<file path="src/rtl/ps2_host_tx.sv">
// PS/2 host-to-device transmitter: request-to-send, 8 data bits + odd parity, ACK check, timeout.
// Define PS2_TX_FILTER_EN to add an 8-sample glitch filter on the synchronized PS/2 clock.
module ps2_host_tx #(
  parameter int unsigned INHIBIT_CYCLES = 10000,
  parameter int unsigned TIMEOUT_CYCLES = 1500000,
  parameter int unsigned SYNC_STAGES    = 2
) (
  input  logic       clk,
  input  logic       rst,
  input  logic [7:0] tx_data,
  input  logic       tx_valid,
  output logic       tx_ready,
  output logic       tx_busy,
  output logic       tx_done,
  output logic       tx_err,
  output logic [1:0] err_code,
  input  logic       ps2_clk_in,
  input  logic       ps2_data_in,
  output logic       ps2_clk_oe,
  output logic       ps2_data_oe
);

  localparam int unsigned ICW = $clog2(INHIBIT_CYCLES + 1);
  localparam int unsigned TCW = $clog2(TIMEOUT_CYCLES + 1);
  localparam logic [ICW-1:0] INH_LAST = ICW'(INHIBIT_CYCLES - 1);
  localparam logic [ICW-1:0] DATA_AT  = ICW'((INHIBIT_CYCLES > 100) ? INHIBIT_CYCLES - 101 : 0);
  localparam logic [TCW-1:0] TO_LAST  = TCW'(TIMEOUT_CYCLES - 1);

  typedef enum logic [2:0] {
    IDLE,
    INHIBIT,
    XFER,
    ACK,
    WAIT_IDLE
  } state_t;

  state_t state, state_n;

  logic [SYNC_STAGES-1:0] clk_sync, data_sync;
  logic                   sclk, sdat;
  logic                   clk_lvl, lvl_prev, fall;

  logic [ICW-1:0] inh_cnt, inh_cnt_n;
  logic [TCW-1:0] to_cnt, to_cnt_n;
  logic [7:0]     shift, shift_n;
  logic           parity, parity_n;
  logic [3:0]     bitcnt, bitcnt_n;
  logic           fail, fail_n;
  logic           idle_seen, idle_seen_n;
  logic           clk_oe_n, data_oe_n, done_n, err_n;
  logic [1:0]     code_n;
  logic           timeout;

  // Lines idle high, so the synchronizers reset to 1 to avoid a false fall after reset.
  always_ff @(posedge clk) begin
    if (rst) begin
      clk_sync  <= '1;
      data_sync <= '1;
    end else begin
      clk_sync  <= {clk_sync[SYNC_STAGES-2:0], ps2_clk_in};
      data_sync <= {data_sync[SYNC_STAGES-2:0], ps2_data_in};
    end
  end

  assign sclk = clk_sync[SYNC_STAGES-1];
  assign sdat = data_sync[SYNC_STAGES-1];

`ifdef PS2_TX_FILTER_EN
  logic       filt_lvl;
  logic [2:0] filt_cnt;

  always_ff @(posedge clk) begin
    if (rst) begin
      filt_lvl <= 1'b1;
      filt_cnt <= '0;
    end else if (sclk == filt_lvl) begin
      filt_cnt <= '0;
    end else if (filt_cnt == 3'd7) begin
      filt_lvl <= sclk;
      filt_cnt <= '0;
    end else begin
      filt_cnt <= filt_cnt + 3'd1;
    end
  end

  assign clk_lvl = filt_lvl;
`else
  assign clk_lvl = sclk;
`endif

  always_ff @(posedge clk) begin
    if (rst) lvl_prev <= 1'b1;
    else     lvl_prev <= clk_lvl;
  end

  assign fall = lvl_prev & ~clk_lvl;

  assign tx_ready = (state == IDLE);
  assign tx_busy  = (state != IDLE);
  assign timeout  = (to_cnt == TO_LAST);

  always_comb begin
    state_n     = state;
    inh_cnt_n   = inh_cnt;
    to_cnt_n    = to_cnt;
    shift_n     = shift;
    parity_n    = parity;
    bitcnt_n    = bitcnt;
    fail_n      = fail;
    idle_seen_n = idle_seen;
    clk_oe_n    = ps2_clk_oe;
    data_oe_n   = ps2_data_oe;
    done_n      = 1'b0;
    err_n       = 1'b0;
    code_n      = err_code;

    case (state)
      IDLE: begin
        if (tx_valid) begin
          shift_n   = tx_data;
          parity_n  = ~^tx_data;
          bitcnt_n  = '0;
          inh_cnt_n = '0;
          fail_n    = 1'b0;
          code_n    = 2'b00;
          clk_oe_n  = 1'b1;
          data_oe_n = 1'b0;
          state_n   = INHIBIT;
        end
      end

      INHIBIT: begin
        inh_cnt_n = inh_cnt + ICW'(1);
        if (inh_cnt == DATA_AT) data_oe_n = 1'b1;
        if (inh_cnt == INH_LAST) begin
          clk_oe_n  = 1'b0;
          data_oe_n = 1'b1;
          to_cnt_n  = '0;
          state_n   = XFER;
        end
      end

      XFER: begin
        to_cnt_n = to_cnt + TCW'(1);
        if (fall) begin
          bitcnt_n = bitcnt + 4'd1;
          if (bitcnt < 4'd8) begin
            data_oe_n = ~shift[bitcnt[2:0]];
          end else if (bitcnt == 4'd8) begin
            data_oe_n = ~parity;
          end else begin
            data_oe_n = 1'b0;
            state_n   = ACK;
          end
        end
      end

      ACK: begin
        to_cnt_n = to_cnt + TCW'(1);
        if (fall) begin
          if (sdat) begin
            fail_n = 1'b1;
            code_n = 2'b10;
          end
          idle_seen_n = 1'b0;
          state_n     = WAIT_IDLE;
        end
      end

      WAIT_IDLE: begin
        to_cnt_n    = to_cnt + TCW'(1);
        idle_seen_n = sclk & sdat;
        if (sclk && sdat && idle_seen) begin
          state_n = IDLE;
          if (fail) err_n  = 1'b1;
          else      done_n = 1'b1;
        end
      end

      default: state_n = IDLE;
    endcase

    // Timeout overrides whatever the active state decided, including a same-cycle completion.
    if ((state == XFER || state == ACK || state == WAIT_IDLE) && timeout) begin
      clk_oe_n  = 1'b0;
      data_oe_n = 1'b0;
      code_n    = 2'b01;
      done_n    = 1'b0;
      err_n     = 1'b1;
      state_n   = IDLE;
    end
  end

  always_ff @(posedge clk) begin
    if (rst) begin
      state       <= IDLE;
      inh_cnt     <= '0;
      to_cnt      <= '0;
      shift       <= '0;
      parity      <= 1'b0;
      bitcnt      <= '0;
      fail        <= 1'b0;
      idle_seen   <= 1'b0;
      ps2_clk_oe  <= 1'b0;
      ps2_data_oe <= 1'b0;
      tx_done     <= 1'b0;
      tx_err      <= 1'b0;
      err_code    <= 2'b00;
    end else begin
      state       <= state_n;
      inh_cnt     <= inh_cnt_n;
      to_cnt      <= to_cnt_n;
      shift       <= shift_n;
      parity      <= parity_n;
      bitcnt      <= bitcnt_n;
      fail        <= fail_n;
      idle_seen   <= idle_seen_n;
      ps2_clk_oe  <= clk_oe_n;
      ps2_data_oe <= data_oe_n;
      tx_done     <= done_n;
      tx_err      <= err_n;
      err_code    <= code_n;
    end
  end

endmodule

</file>
<file path="config.mk">
export PLATFORM = sky130hd
export DESIGN_NAME = ps2_host_tx
export DESIGN_NICKNAME = d
export VERILOG_FILES = /design/src/rtl/ps2_host_tx.sv
export SDC_FILE = /design/constraint.sdc
export NUM_CORES = 1
export LEC_CHECK = 0
export CAP_MARGIN = 40
export CELL_PAD_IN_SITES_DETAIL_PLACEMENT = 1
export CELL_PAD_IN_SITES_GLOBAL_PLACEMENT = 1
export CORE_MARGIN = 5
export CORE_UTILIZATION = 41
export CTS_BUF_LIST = sky130_fd_sc_hd__clkbuf_16
export DETAILED_ROUTE_END_ITERATION = 6
export DONT_BUFFER_PORTS = 1
export MAX_ROUTING_LAYER = met4
export PLACE_DENSITY_LB_ADDON = 0.05
export SLEW_MARGIN = 40
export SYNTH_ARGS = -nofsm -noshare
export SYNTH_HDL_FRONTEND = slang
export SYNTH_SLANG_ARGS = --single-unit
</file>
<file path="constraint.sdc">
create_clock -name clk -period 2.1 [get_ports clk]
set_input_delay 0.42 -clock clk [delete_from_list [all_inputs] [get_ports clk]]
set_output_delay 0.42 -clock clk [all_outputs]
set_load 0.01 [all_outputs]
</file>
# == Word level (Yosys, flattened, before mapping) ==
# Index checks and enable logic that the tools add are counted.
# word_totals
reg_bits,64
output_inout_bits,8
# op_classes
addsub,3
order_cmp,2
eq_ne,20
muxes,42
bitwise,7
reduce_logical,28
# op_table
operator,count
case mux 21 bit (2 select lines),1
"== test 14 bit, second input constant",2
case mux 14 bit (2 select lines),1
"adder 21 x 1 -> 21 bit, second input constant",1
"== test 21 bit, second input constant",1
two-way mux 21 bit,1
two-way mux 3 bit,7
two-way mux 1 bit,18
"inequality test 2 bit, second input constant",8
case mux 3 bit (5 select lines),1
"adder 14 x 1 -> 14 bit, second input constant",1
two-way mux 14 bit,1
AND reduction 4 bit,3
nonzero test 2 bit,5
"inequality test 3 x 2 -> 1 bit, second input constant",3
nonzero test 3 bit,3
two-way mux 4 bit,2
case mux 4 bit (2 select lines),1
AND reduction 2 bit,4
XNOR reduction 8 bit,1
AND reduction 7 bit,1
"== test 3 x 2 -> 1 bit, second input constant",2
two-way mux 2 bit,3
case mux 1 bit (2 select lines),3
other kinds (19),28

# == Logic depth before layout (Yosys ltp) ==
# Gate-level depths: netlist of run 1.
# depth
depth_word,6
ltp_mapped,8
ltp_nobuf,8

# == Worst setup path before layout of run 1 ==
# No wires, ideal clock.
# synth_path
kind,reg2reg
from,register to_cnt[5]
to,register to_cnt[20]
setup_ns,0.070
t_arrival_ns,1.905
required_ns,2.030
slack_ns,0.124
path_stages_with_launch,7
synth_period_minus_slack_ns,1.976
path_cell_list,dfxtp_1 nand4_4 nor4_4 nand3_2 or4_1 or3_1 a21oi_1
# synth_between
elab_chain_len,2
# synth_lines
element,line,rtl
start: declaration,44,"logic [TCW-1:0] to_cnt, to_cnt_n;"
start signal: assignment,212,to_cnt <= to_cnt_n;
adder 21 x 1 -> 21 bit,"144, 159, 171",
case mux 21 bit (2 select lines),117,case (state)
# No other way between the ends.
# A chain may end at the register's enable or synchronous reset.

# == Worst setup path after layout of run 1 ==
# layout_path
from,register inh_cnt[1]
to,register to_cnt[6]
# layout_between
elab_chain_len,3
# layout_lines
element,line,rtl
start: declaration,43,"logic [ICW-1:0] inh_cnt, inh_cnt_n;"
start signal: assignment,211,inh_cnt <= inh_cnt_n;
== test 14 bit,135,if (inh_cnt == INH_LAST) begin
inequality test 2 bit (no line),-,
AND reduction 2 bit (no line),-,
# No other way between the ends.

==> impl_results.md, run 1 <==
* Fin util at 0.526
* Worst Path Arrival at 2.25 ns
* R2R cell count at 10
* Sequential area share after synthesis at 0.411
* Synth top area cells: dfxtp_1 (41%), nand2_1 (5.7%), a21oi_1 (5.6%), xnor2_1 (5.6%), nor2_1 (4.7%)
* FILL cells at 861
* H-tree levels at 3
* Syn nets at 388
* Initial DRT Pass Iterations at 6
* Core area at 7330 um^2
* Cell mode on critical path: buf_4
* Yosys reg bits at 64
* Via count at 2763
* Detail Route Antenna Nets at 0
* CP bufs+invs at 3
* Die height at 97.2 um
* Max-Cap Viols at 0
* R2R Path End: to_cnt[6]
* Hold EP: err_code[0]
* Crit path largest cell delay at 0.33 ns
* CP startpoint kind: flop
* Clock tree buffer depth at 2
* Synth Instances at 370
* Largest net degree at the start of global routing at 41
* Setup-failing EPs final at 0
* Largest family of logic cells by synthesized area: simple AND/OR/NAND/NOR gates
* Initial antenna violation count at 0
* Initial DRC count at 61
* Top_reg_cell synth: dfxtp_1
* Required time of the critical path at 2.31 ns
* Die width at 97.2 um
* Nets at 425
* P per Cell Area at 978 nW/um^2
* Compound-Gate Fraction of Synth Area at 0.139
* Gr usage total at 0.189
* Largest area contributor in the netlist: dfxtp_1
* Crit-path max FO at 8
* Slew HR at 0.572
* FFs w/ async S/R, synth at 0
* Crit-path cells: ha_2, and2_1, and3_4, nand3_1, buf_6, buf_4, buf_4, a211oi_1, xnor2_1, nor2_1
* CP delay by family, top: simple AND/OR/NAND/NOR gates
* Starting Density at 0.425
* Final Max Tran Viols at 0
* Netlist Area Pre-Place at 3120 um^2
* Setup CP Type: reg2reg
* Min-delay src: rst
* Post-Synth Simple-Gate Area at 0.291
* Peak supply drop at 521 uV
* Final WS setup at 0.0680 ns
* Synth warn at 0
* Mux contribution to synthesized area at 0.0482
* DP HPWL at 5910 um
* Placement Rows at 31
* Io pins at 21
* CTS Root Cell: clkbuf_16
* Status: complete, no violations
* DRT Wirelength at 8360 um
* CTS tree: yes
* Hold Vio Cnt, Final at 0
* IO buf count at 0
* R2R Setup Slk at 0.07 ns
* CTS Sinks at 64
* DRC violations left at 0
* GPL Wtd Cong at 0.799
* Worst-Skew Late Latency at 0.33 ns
* Post-Synth XOR/XNOR Area at 0.0618
* Hold crit path type: in2reg
* Overflow after GRT at 0
* Leak Pwr at 0.00140 uW
* Dpl ws at 0.0384 ns
* Crit end category: flop
* Slowest cell on crit path: dfxtp_2
* Vias in the first global route at 2891
* DR vias/cell at 5.41
* Slew @ Worst Pin at 0.639 ns
* Layout cell share with drive strength beyond 1 at 0.233
* N_diodes at 0
* Syn-to-layout area delta at 23.8%
* FMAX at 492 MHz
* Worst-case clock skew at 0.00533 ns
* CTS Buf Count at 9
* Synth Area in Adders at 0.0201
* Share of the synthesized area in the top cell type at 0.411
* Cells on Worst Hold Path at 1
* Post-synthesis cell type count at 49
* Post-synthesis area per instance at 8.42 um^2
* Number of flops mapped to enable cells by yosys at 0
* Tmin final at 2.03 ns
* Routed WL per cell at 16.4 um
* Fin crit share at 0.968
* Reg2reg start: inh_cnt[1]
* Reg clk slew, reported paths at 0.06 ns
* Global-route wire length before repair at 14100 um
* Die Footprint at 9450 um^2
* CTS Hold Bufs at 0
[cells in the mapped netlist (7+ instances only)]
library cell / instances
dfxtp_1: 64
a211oi_1: 9
xnor2_1: 20
nand2b_1: 8
a21oi_1: 35
nand4_1: 8
clkbuf_1: 14
and3_1: 7
nor2_1: 39
nor3_1: 7
nand2_1: 47
o21ai_0: 10
or2_2: 7
nand3_1: 18
[cells by family (layout without fill, tap and decap cells)]
logic type	Yosys count	count (layout)
adders and majority gates	5	5
xor gates and xnor gates	22	22
and+or+nand+nor	174	174
buffers and inverters	21	63
AOI/OAI and AO/OA	72	72
DFF	64	64
muxes	12	12
[metrics by stage]
stage          area [um^2]  total power [uW]  std cells  hold WS (ns)  TNS (ns)
2_1_floorplan         3120              1990        370         0.389         0
6_report              3860              3770        511         0.160         0
4_1_cts               3800              3770        511         0.150         0
3_5_place_dp          3480              2310        493         0.404         0
3_3_place_gp          3480              2290        493         0.397         0
5_1_grt               3860              3970        511         0.148   -0.0151
[worst max path at each step]
stage / start / endpoint / slack [ns] / cells after the start
floorplan: to_cnt[5] / to_cnt[20] / 0.12 / 6
detailed placement: to_cnt[5] / to_cnt[20] / 0.04 / 6
finish: inh_cnt[1] / to_cnt[6] / 0.07 / 10
global placement: inh_cnt[0] / to_cnt[12] / 0.02 / 9
global route: inh_cnt[1] / to_cnt[6] / -0.02 / 10
CTS: inh_cnt[0] / to_cnt[20] / 0.007 / 9
[power breakdown]
group	internal [uW]	switching, uW	total (uW)	leakage [uW]
Clock	907	548	1450	0.000144
Sequential	1300	72.3	1370	0.000522
Combinational	383	563	946	0.000733
[layer usage]
| metal | wire [um] | global-route usage | vias up | share of wire |
|---|---|---|---|---|
| met2 | 4180 | 0.322 | 23 | 0.50 |
| met1 | 3810 | 0.220 | 1343 | 0.46 |
| li1 | - | - | 1385 | - |
| met5 | 0 | - | - | 0 |
| met3 | 189 | 0.0330 | 12 | 0.023 |
| met4 | 179 | 0.0810 | 0 | 0.021 |
[layout by cell type, fill, tap and decap left out, types with 3 or more instances in the layout]
master     instances
dfxtp_1           59
nand2_1           47
buf_4             40
nor2_1            39
a21oi_1           33
xnor2_1           20
nand3_1           18
o21ai_0           10
clkbuf_16          9
nand2b_1           8
nand4_1            8
a211oi_1           8
or2_2              7
inv_1              6
and3_1             6
mux2i_1            6
or3_1              5
dfxtp_2            5
nor3_1             4
mux2_2             4
ha_1               4
nor3_2             3
or3_2              3
a21o_1             3
a311oi_1           3
[flip-flops by register name, indices dropped and copies added, names as in the netlist, 2 cells and up]
| name | flops |
|---|---|
| bitcnt | 4 |
| clk_sync | 2 |
| data_sync | 2 |
| err_code | 2 |
| inh_cnt | 14 |
| shift | 8 |
| state | 3 |
| to_cnt | 21 |
[repair_timing]
action | in CTS | in global routing
gates resized for setup | 5 | 18
pin swaps | 1 | 3
endpoints found under the setup margin | 3 | 15
setup buffers | 2 | 0
gates cloned | 0 | 0
[layout make-up]
class	count	area, um^2	share of cell area
clock buffer	9	225	0.0584
clock inverter	7	63.8	0.0165
inverter	5	18.8	0.00487
multi-input combinational	285	1810	0.468
sequential	64	1290	0.334
tap	99	124	0.0321
timing repair buffer	42	332	0.0860
Power figures use the tool's default switching activity.
==> inputs of run 2 (changes only) <==
- PLACE_DENSITY_LB_ADDON: 0.05 -> 0.1
==> run 2 against run 1 <==
  * Sequential power hardly changed
  * Register-to-register slack better by 0.04 ns
  * Cell area is 1.9% lower
  * Critical endpoint is now inh_cnt[13]
  * Count of clock-buffer cells in the layout stayed put
  * Final cell count is 0.78% lower
  * Critical path depth is 4 lower
  * Flip-flop and latch count stayed put
  * Wire length hardly changed
==> impl_results.md, run 2 (synthesized netlist as in run 1, its figures left out) <==
* CP delay by family, top: simple AND/OR/NAND/NOR gates
* Overflow after GRT at 0 (unchanged)
* Min-delay src: rst
* Largest regs: to_cnt x21, inh_cnt x14, shift x8
* Die width at 97.2 um (unchanged)
* DR vias/cell at 5.54 (+2.4%)
* Reg clk slew, reported paths at 0.05 ns (about the same)
* CP startpoint kind: flop
* Core area at 7330 um^2 (unchanged)
* Gr usage total at 0.186 (-0.00316)
* DRC violations left at 0 (unchanged)
* Comb power frac at 0.248 (-0.003)
* Hold EP: err_code[0]
* Clock tree buffer depth at 2 (unchanged)
* Nets at 421 (-0.94%)
* Final Max Tran Viols at 0 (unchanged)
* Die Footprint at 9450 um^2 (unchanged)
* Starting Density at 0.425 (unchanged)
* Via count at 2808 (+1.6%)
* Vias in the first global route at 2865 (-0.90%)
* Global-route wire length before repair at 14100 um (-0.49%)
* Crit-path cells: or3b_2, nor3_2, and3_1, nand3_1, mux2_2, nor2_1
* Slowest cell on crit path: or3b_2
* Slew @ Worst Pin at 0.558 ns (-0.0808 ns)
* Flop pwr share at 0.371 (+0.007)
* Most common cell after layout, fill and taps aside: dfxtp_1
* IO buf count at 0 (unchanged)
* Dpl ws at 0.00733 ns (-0.0311 ns)
* Worst Path Arrival at 2.26 ns (about the same)
* Tmin final at 2.00 ns (-0.0364 ns)
* Syn-to-layout area delta at 21.4%
* Detail Route Antenna Nets at 0 (unchanged)
* CTS tree: yes
* Layout cell share with drive strength beyond 1 at 0.213 (-0.0198)
* Worst-Skew Late Latency at 0.32 ns (about the same)
* Leak Pwr at 0.00137 uW (-2.1%)
* CTS Buf Count at 9 (unchanged)
* Crit end category: flop
* P per Cell Area at 979 nW/um^2 (about the same)
* Sw power at 1140 uW (-3.3%)
* DRT Wirelength at 8360 um (about the same)
* Initial antenna violation count at 0 (unchanged)
* Largest net degree at the start of global routing at 41 (unchanged)
* Required time of the critical path at 2.36 ns (+0.05 ns)
* Power Internal at 2560 uW (-1.2%)
* Reg2reg start: state[0]
* Crit path largest cell delay at 0.53 ns (+0.20 ns)
* Setup CP Type: reg2reg
* Die height at 97.2 um (unchanged)
* Crit-path max FO at 7 (-1)
* Fin crit share at 0.950 (-0.0173)
* Clock group share of total power at 0.381 (-0.004)
* Peak supply drop at 584 uV (+12%)
* R2R cell count at 6 (-4)
* Final WS setup at 0.104 ns (+0.0364 ns)
* CTS Root Cell: clkbuf_16
* N_diodes at 0 (unchanged)
* Initial DRT Pass Iterations at 4 (-2)
* DP HPWL at 5790 um (-2.0%)
* Most flops, register: to_cnt
* GPL Wtd Cong at 0.831 (+4.0%)
* Routed WL per cell at 16.5 um (+0.73%)
* Most frequent cells in the layout: dfxtp_1 (58), nand2_1 (46), nor2_1 (39), buf_4 (37), a21oi_1 (33)
* Worst-case clock skew at 0.00648 ns (+0.00116 ns)
* Cells on Worst Hold Path at 1 (unchanged)
* Initial DRC count at 78 (+28%)
* Io pins at 21 (unchanged)
* Sw Share at 0.309 (-0.00456)
* Final Cell Area at 3780 um^2 (-1.9%)
* Setup-failing EPs final at 0 (unchanged)
* CTS Sinks at 64 (unchanged)
* H-tree levels at 3 (unchanged)
* Placement Rows at 31 (unchanged)
* Slew HR at 0.626 (+0.0541)
* Setup repair after global routing missed its margin: true
* R2R Setup Slk at 0.10 ns (+0.04 ns)
* CP bufs+invs at 0 (-3)
* R2R Path End: inh_cnt[13]
* Hold crit path type: in2reg
* FMAX at 501 MHz (+1.8%)
* Max FFs per register at 21 (unchanged)
* Max-Cap Viols at 0 (unchanged)
* Placed Area at 3430 um^2 (-1.4%)
* Status: complete, no violations
* Hold Vio Cnt, Final at 0 (unchanged)
* Setup TNS at 0 ns (unchanged)
==> run 2: layout make-up <==
class                   count  area (um^2)
well taps                  99          124
clock inverters             7         55.1
multi-input cells         285         1780
clock buffers               9          225
fillers                   883         3550
inverters                   5         18.8
repair buffers             38          289
flip-flops and latches     64         1290
==> run 2: worst max-delay path by stage <==
stage	slack [ns]	from	endpoint	cells past startpoint
6_report	0.10	state[0]	inh_cnt[13]	6
2_1_floorplan	0.12	to_cnt[5]	to_cnt[20]	6
3_3_place_gp	0.07	to_cnt[5]	to_cnt[20]	6
4_1_cts	0.007	inh_cnt[0]	to_cnt[15]	9
3_5_place_dp	0.007	to_cnt[5]	to_cnt[20]	6
5_1_grt	-0.02	inh_cnt[4]	to_cnt[15]	8
==> run 2: timing repair <==
action	4_1_cts	5_1_grt
buffers inserted	0	3
hold buffers	0	0
resized for setup	2	16
pin swaps	0	1
endpoints found under the hold margin	0	0
setup endpoints to repair	2	17
==> run 2: power groups by stage <==
stage | logic, uW | registers (uW) | clock network [uW]
final | 919 | 1370 | 1410
after global routing | 1030 | 1390 | 1510
after CTS | 906 | 1370 | 1450
after detailed placement | 896 | 1400 | 0
after global placement | 888 | 1390 | 0
after floorplan | 616 | 1380 | 0
==> run 2: per-layer routing <==
layer,track usage,vias up,part of all wire
li1,-,1387,-
met5,-,-,0
met1,0.233,1377,0.48
met4,0.0745,0,0.015
met3,0.0309,8,0.024
met2,0.300,36,0.48
==> run 2: per-stage QoR <==
| step | std cells | hold slack, ns | utilization | total power (uW) |
|---|---|---|---|---|
| after floorplan | 370 | 0.389 | - | 1990 |
| after global placement | 488 | 0.401 | 0.469 | 2280 |
| after detailed placement | 488 | 0.400 | 0.469 | 2290 |
| after CTS | 504 | 0.153 | 0.507 | 3730 |
| after global routing | 507 | 0.151 | 0.516 | 3930 |
| final | 507 | 0.165 | 0.516 | 3700 |
==> inputs of run 3 (changes only) <==
- CORE_MARGIN: 5 -> unset
==> run 3 against run 2 <==
  * Hold slack better by 0.0031 ns
  * Largest power group unchanged
  * Die area is 16% lower
  * Largest cell class unchanged
  * Highest routed layer unchanged
  * Flip-flop and latch count did not move
  * Maximum frequency fell by 0.35%
==> impl_results.md, run 3 (synthesized netlist as in run 1, its figures left out) <==
* R2R Path End: inh_cnt[13]
* Sequential Area at 1280 um^2 (-0.39%)
* Slew HR at 0.668 (+0.0412)
* Syn-to-layout area delta at 23.2%
* Fin crit share at 0.954 (+0.00334)
* Vias in the first global route at 2840 (-0.87%)
* CTS Root Cell: clkbuf_16
* Power Internal at 2600 uW (+1.6%)
* Setup repair after global routing missed its margin: true
* Worst-case clock skew at 0.00509 ns (-0.00140 ns)
* Setup-failing EPs final at 0 (unchanged)
* R2R Setup Slk at 0.1 ns (about the same)
* Met1 WL at 3910 um (-2.2%)
* Most frequent cells in the layout: dfxtp_1 (62), nand2_1 (46), nor2_1 (39), buf_4 (38), a21oi_1 (35)
* CTS Buf Count at 9 (unchanged)
* Routed WL per cell at 16.3 um (-0.89%)
* Final Max Tran Viols at 0 (unchanged)
* GPL Wtd Cong at 0.858 (+3.2%)
* Largest net degree at the start of global routing at 41 (unchanged)
* Io pins at 21 (unchanged)
* Peak supply drop at 485 uV (-17%)
* Starting Density at 0.427 (+0.00226)
* Tmin final at 2.00 ns (+0.00700 ns)
* Global-route wire length before repair at 13700 um (-2.4%)
* CTS Hold Bufs at 0 (unchanged)
* Die Footprint at 7950 um^2 (-16%)
* Reg clk slew, reported paths at 0.05 ns (about the same)
* Critical Path Sink: inh_cnt[13]
* Max-Cap Viols at 0 (unchanged)
* Overflow after GRT at 0 (unchanged)
* Comb power frac at 0.258 (+0.010)
* Area of the multi-input gates at 1800 um^2 (+0.98%)
* Sw Share at 0.312 (+0.00345)
* H-tree levels at 3 (unchanged)
* Final Cell Area at 3840 um^2 (+1.5%)
* Die height at 89.2 um (-8.2%)
* FILL cells at 879 (-0.45%)
* DRT Wirelength at 8310 um (-0.50%)
* Most flops, register: to_cnt
* Sw power at 1180 uW (+3.2%)
* Slew @ Worst Pin at 0.486 ns (-0.0724 ns)
* Met2 wire len at 4100 um (+1.9%)
* Largest regs: to_cnt x21, inh_cnt x14, shift x8
* Setup CP Type: reg2reg
* Initial DRT Pass Iterations at 4 (unchanged)
* DR vias/cell at 5.47 (-1.3%)
* Clock group share of total power at 0.382 (about the same)
* Leak Pwr at 0.00139 uW (+1.9%)
* Placement Rows at 31 (unchanged)
* Worst-Skew Late Latency at 0.32 ns (about the same)
* Core area at 7290 um^2 (-0.53%)
* Hold crit path type: in2reg
* Via count at 2783 (-0.89%)
* Initial antenna violation count at 0 (unchanged)
* Met3 Routed Length at 240 um (+18%)
* Worst Path Arrival at 2.26 ns (about the same)
* Slowest cell on crit path: or3b_2
* DP HPWL at 5830 um (+0.59%)
* R2R cell count at 6 (unchanged)
* Max Used Layer: met4
* CTS Sinks at 64 (unchanged)
* Initial DRC count at 103 (+32%)
* Nets at 423 (+0.48%)
* Worst Setup SP: state[2]
* CP startpoint kind: flop
* FMAX at 499 MHz (-0.35%)
* Die width at 89.2 um (-8.2%)
* Layout cell share with drive strength beyond 1 at 0.210 (-0.00348)
* Flop pwr share at 0.360 (-0.011)
* Crit-path max FO at 7 (unchanged)
* Gr usage total at 0.235 (+0.0488)
* CTS tree: yes
* Setup TNS at 0 ns (unchanged)
* Crit-path cells: or3b_2, nor3_1, and3_2, nand3_1, mux2_2, nor2_1
* P per Cell Area at 984 nW/um^2 (+0.57%)
* N_diodes at 0 (unchanged)
* Crit path largest cell delay at 0.57 ns (+0.04 ns)
* Hold Vio Cnt, Final at 0 (unchanged)
* Clock tree buffer depth at 2 (unchanged)
* Placed Area at 3500 um^2 (+1.8%)
* IO buf count at 0 (unchanged)
* Max FFs per register at 21 (unchanged)
* Status: complete, no violations
* Reg2reg start: state[2]
* Detail Route Antenna Nets at 0 (unchanged)
* Most common cell after layout, fill and taps aside: dfxtp_1
* Crit end category: flop
* DRC violations left at 0 (unchanged)
* Required time of the critical path at 2.36 ns (about the same)
==> run 3: critical path, delay by kind of cell, from the launching register on <==
kind	cells	cell delay, ns
simple gates	5	1.28
flops	1	0.38
mux	1	0.27
==> run 3: cell type report <==
| type | count | area share |
|---|---|---|
| Clock buffer | 9 | 0.0587 |
| Sequential cell | 64 | 0.334 |
| Tap cell | 99 | 0.0323 |
| Inverter | 5 | 0.00489 |
| Multi-Input combinational cell | 285 | 0.469 |
| Timing Repair Buffer | 40 | 0.0847 |
| Clock inverter | 7 | 0.0163 |
==> run 3: metal layers <==
layer	GRT usage	vias up
met2	0.384	40
met5	-	-
met1	0.289	1357
met4	0.0837	0
met3	0.0452	4
li1	-	1382
==> run 3: power by group through the flow <==
stage	Combinational (uW)	Sequential, uW	Clock [uW]
floorplan	616	1380	0
global placement	921	1380	0
detailed placement	934	1390	0
CTS	962	1360	1480
global route	1080	1370	1540
finish	976	1360	1440
==> run 3: worst min-delay path by stage <==
| stage | endpoint | slack (ns) | from | depth (start not counted) |
|---|---|---|---|---|
| after detailed placement | clk_sync[1] | 0.40 | clk_sync[0] | 1 |
| after floorplan | clk_sync[1] | 0.39 | clk_sync[0] | 1 |
| after CTS | idle_seen | 0.16 | rst | 1 |
| after global placement | data_sync[1] | 0.40 | data_sync[0] | 1 |
| after global routing | tx_err | 0.15 | rst | 1 |
| final | to_cnt[0] | 0.17 | rst | 1 |
==> run 3: what timing repair did <==
| action | in CTS | in global routing |
|---|---|---|
| cloned | 0 | 0 |
| pin swaps | 0 | 1 |
| endpoints found under the setup margin | 6 | 12 |
| resized for setup | 5 | 11 |
| buffers inserted | 0 | 0 |
| endpoints found under the hold margin | 0 | 0 |
==> run 3: stage by stage <==
step,hold slack (ns),total power (uW),setup WS (ns),utilization,cells
floorplan,0.389,1990,0.124,-,370
global placement,0.400,2300,-0.0579,0.480,493
detailed placement,0.401,2320,-0.0719,0.480,493
CTS,0.157,3800,0.0163,0.522,509
global route,0.153,3990,-0.0125,0.527,509
finish,0.168,3780,0.0974,0.527,509
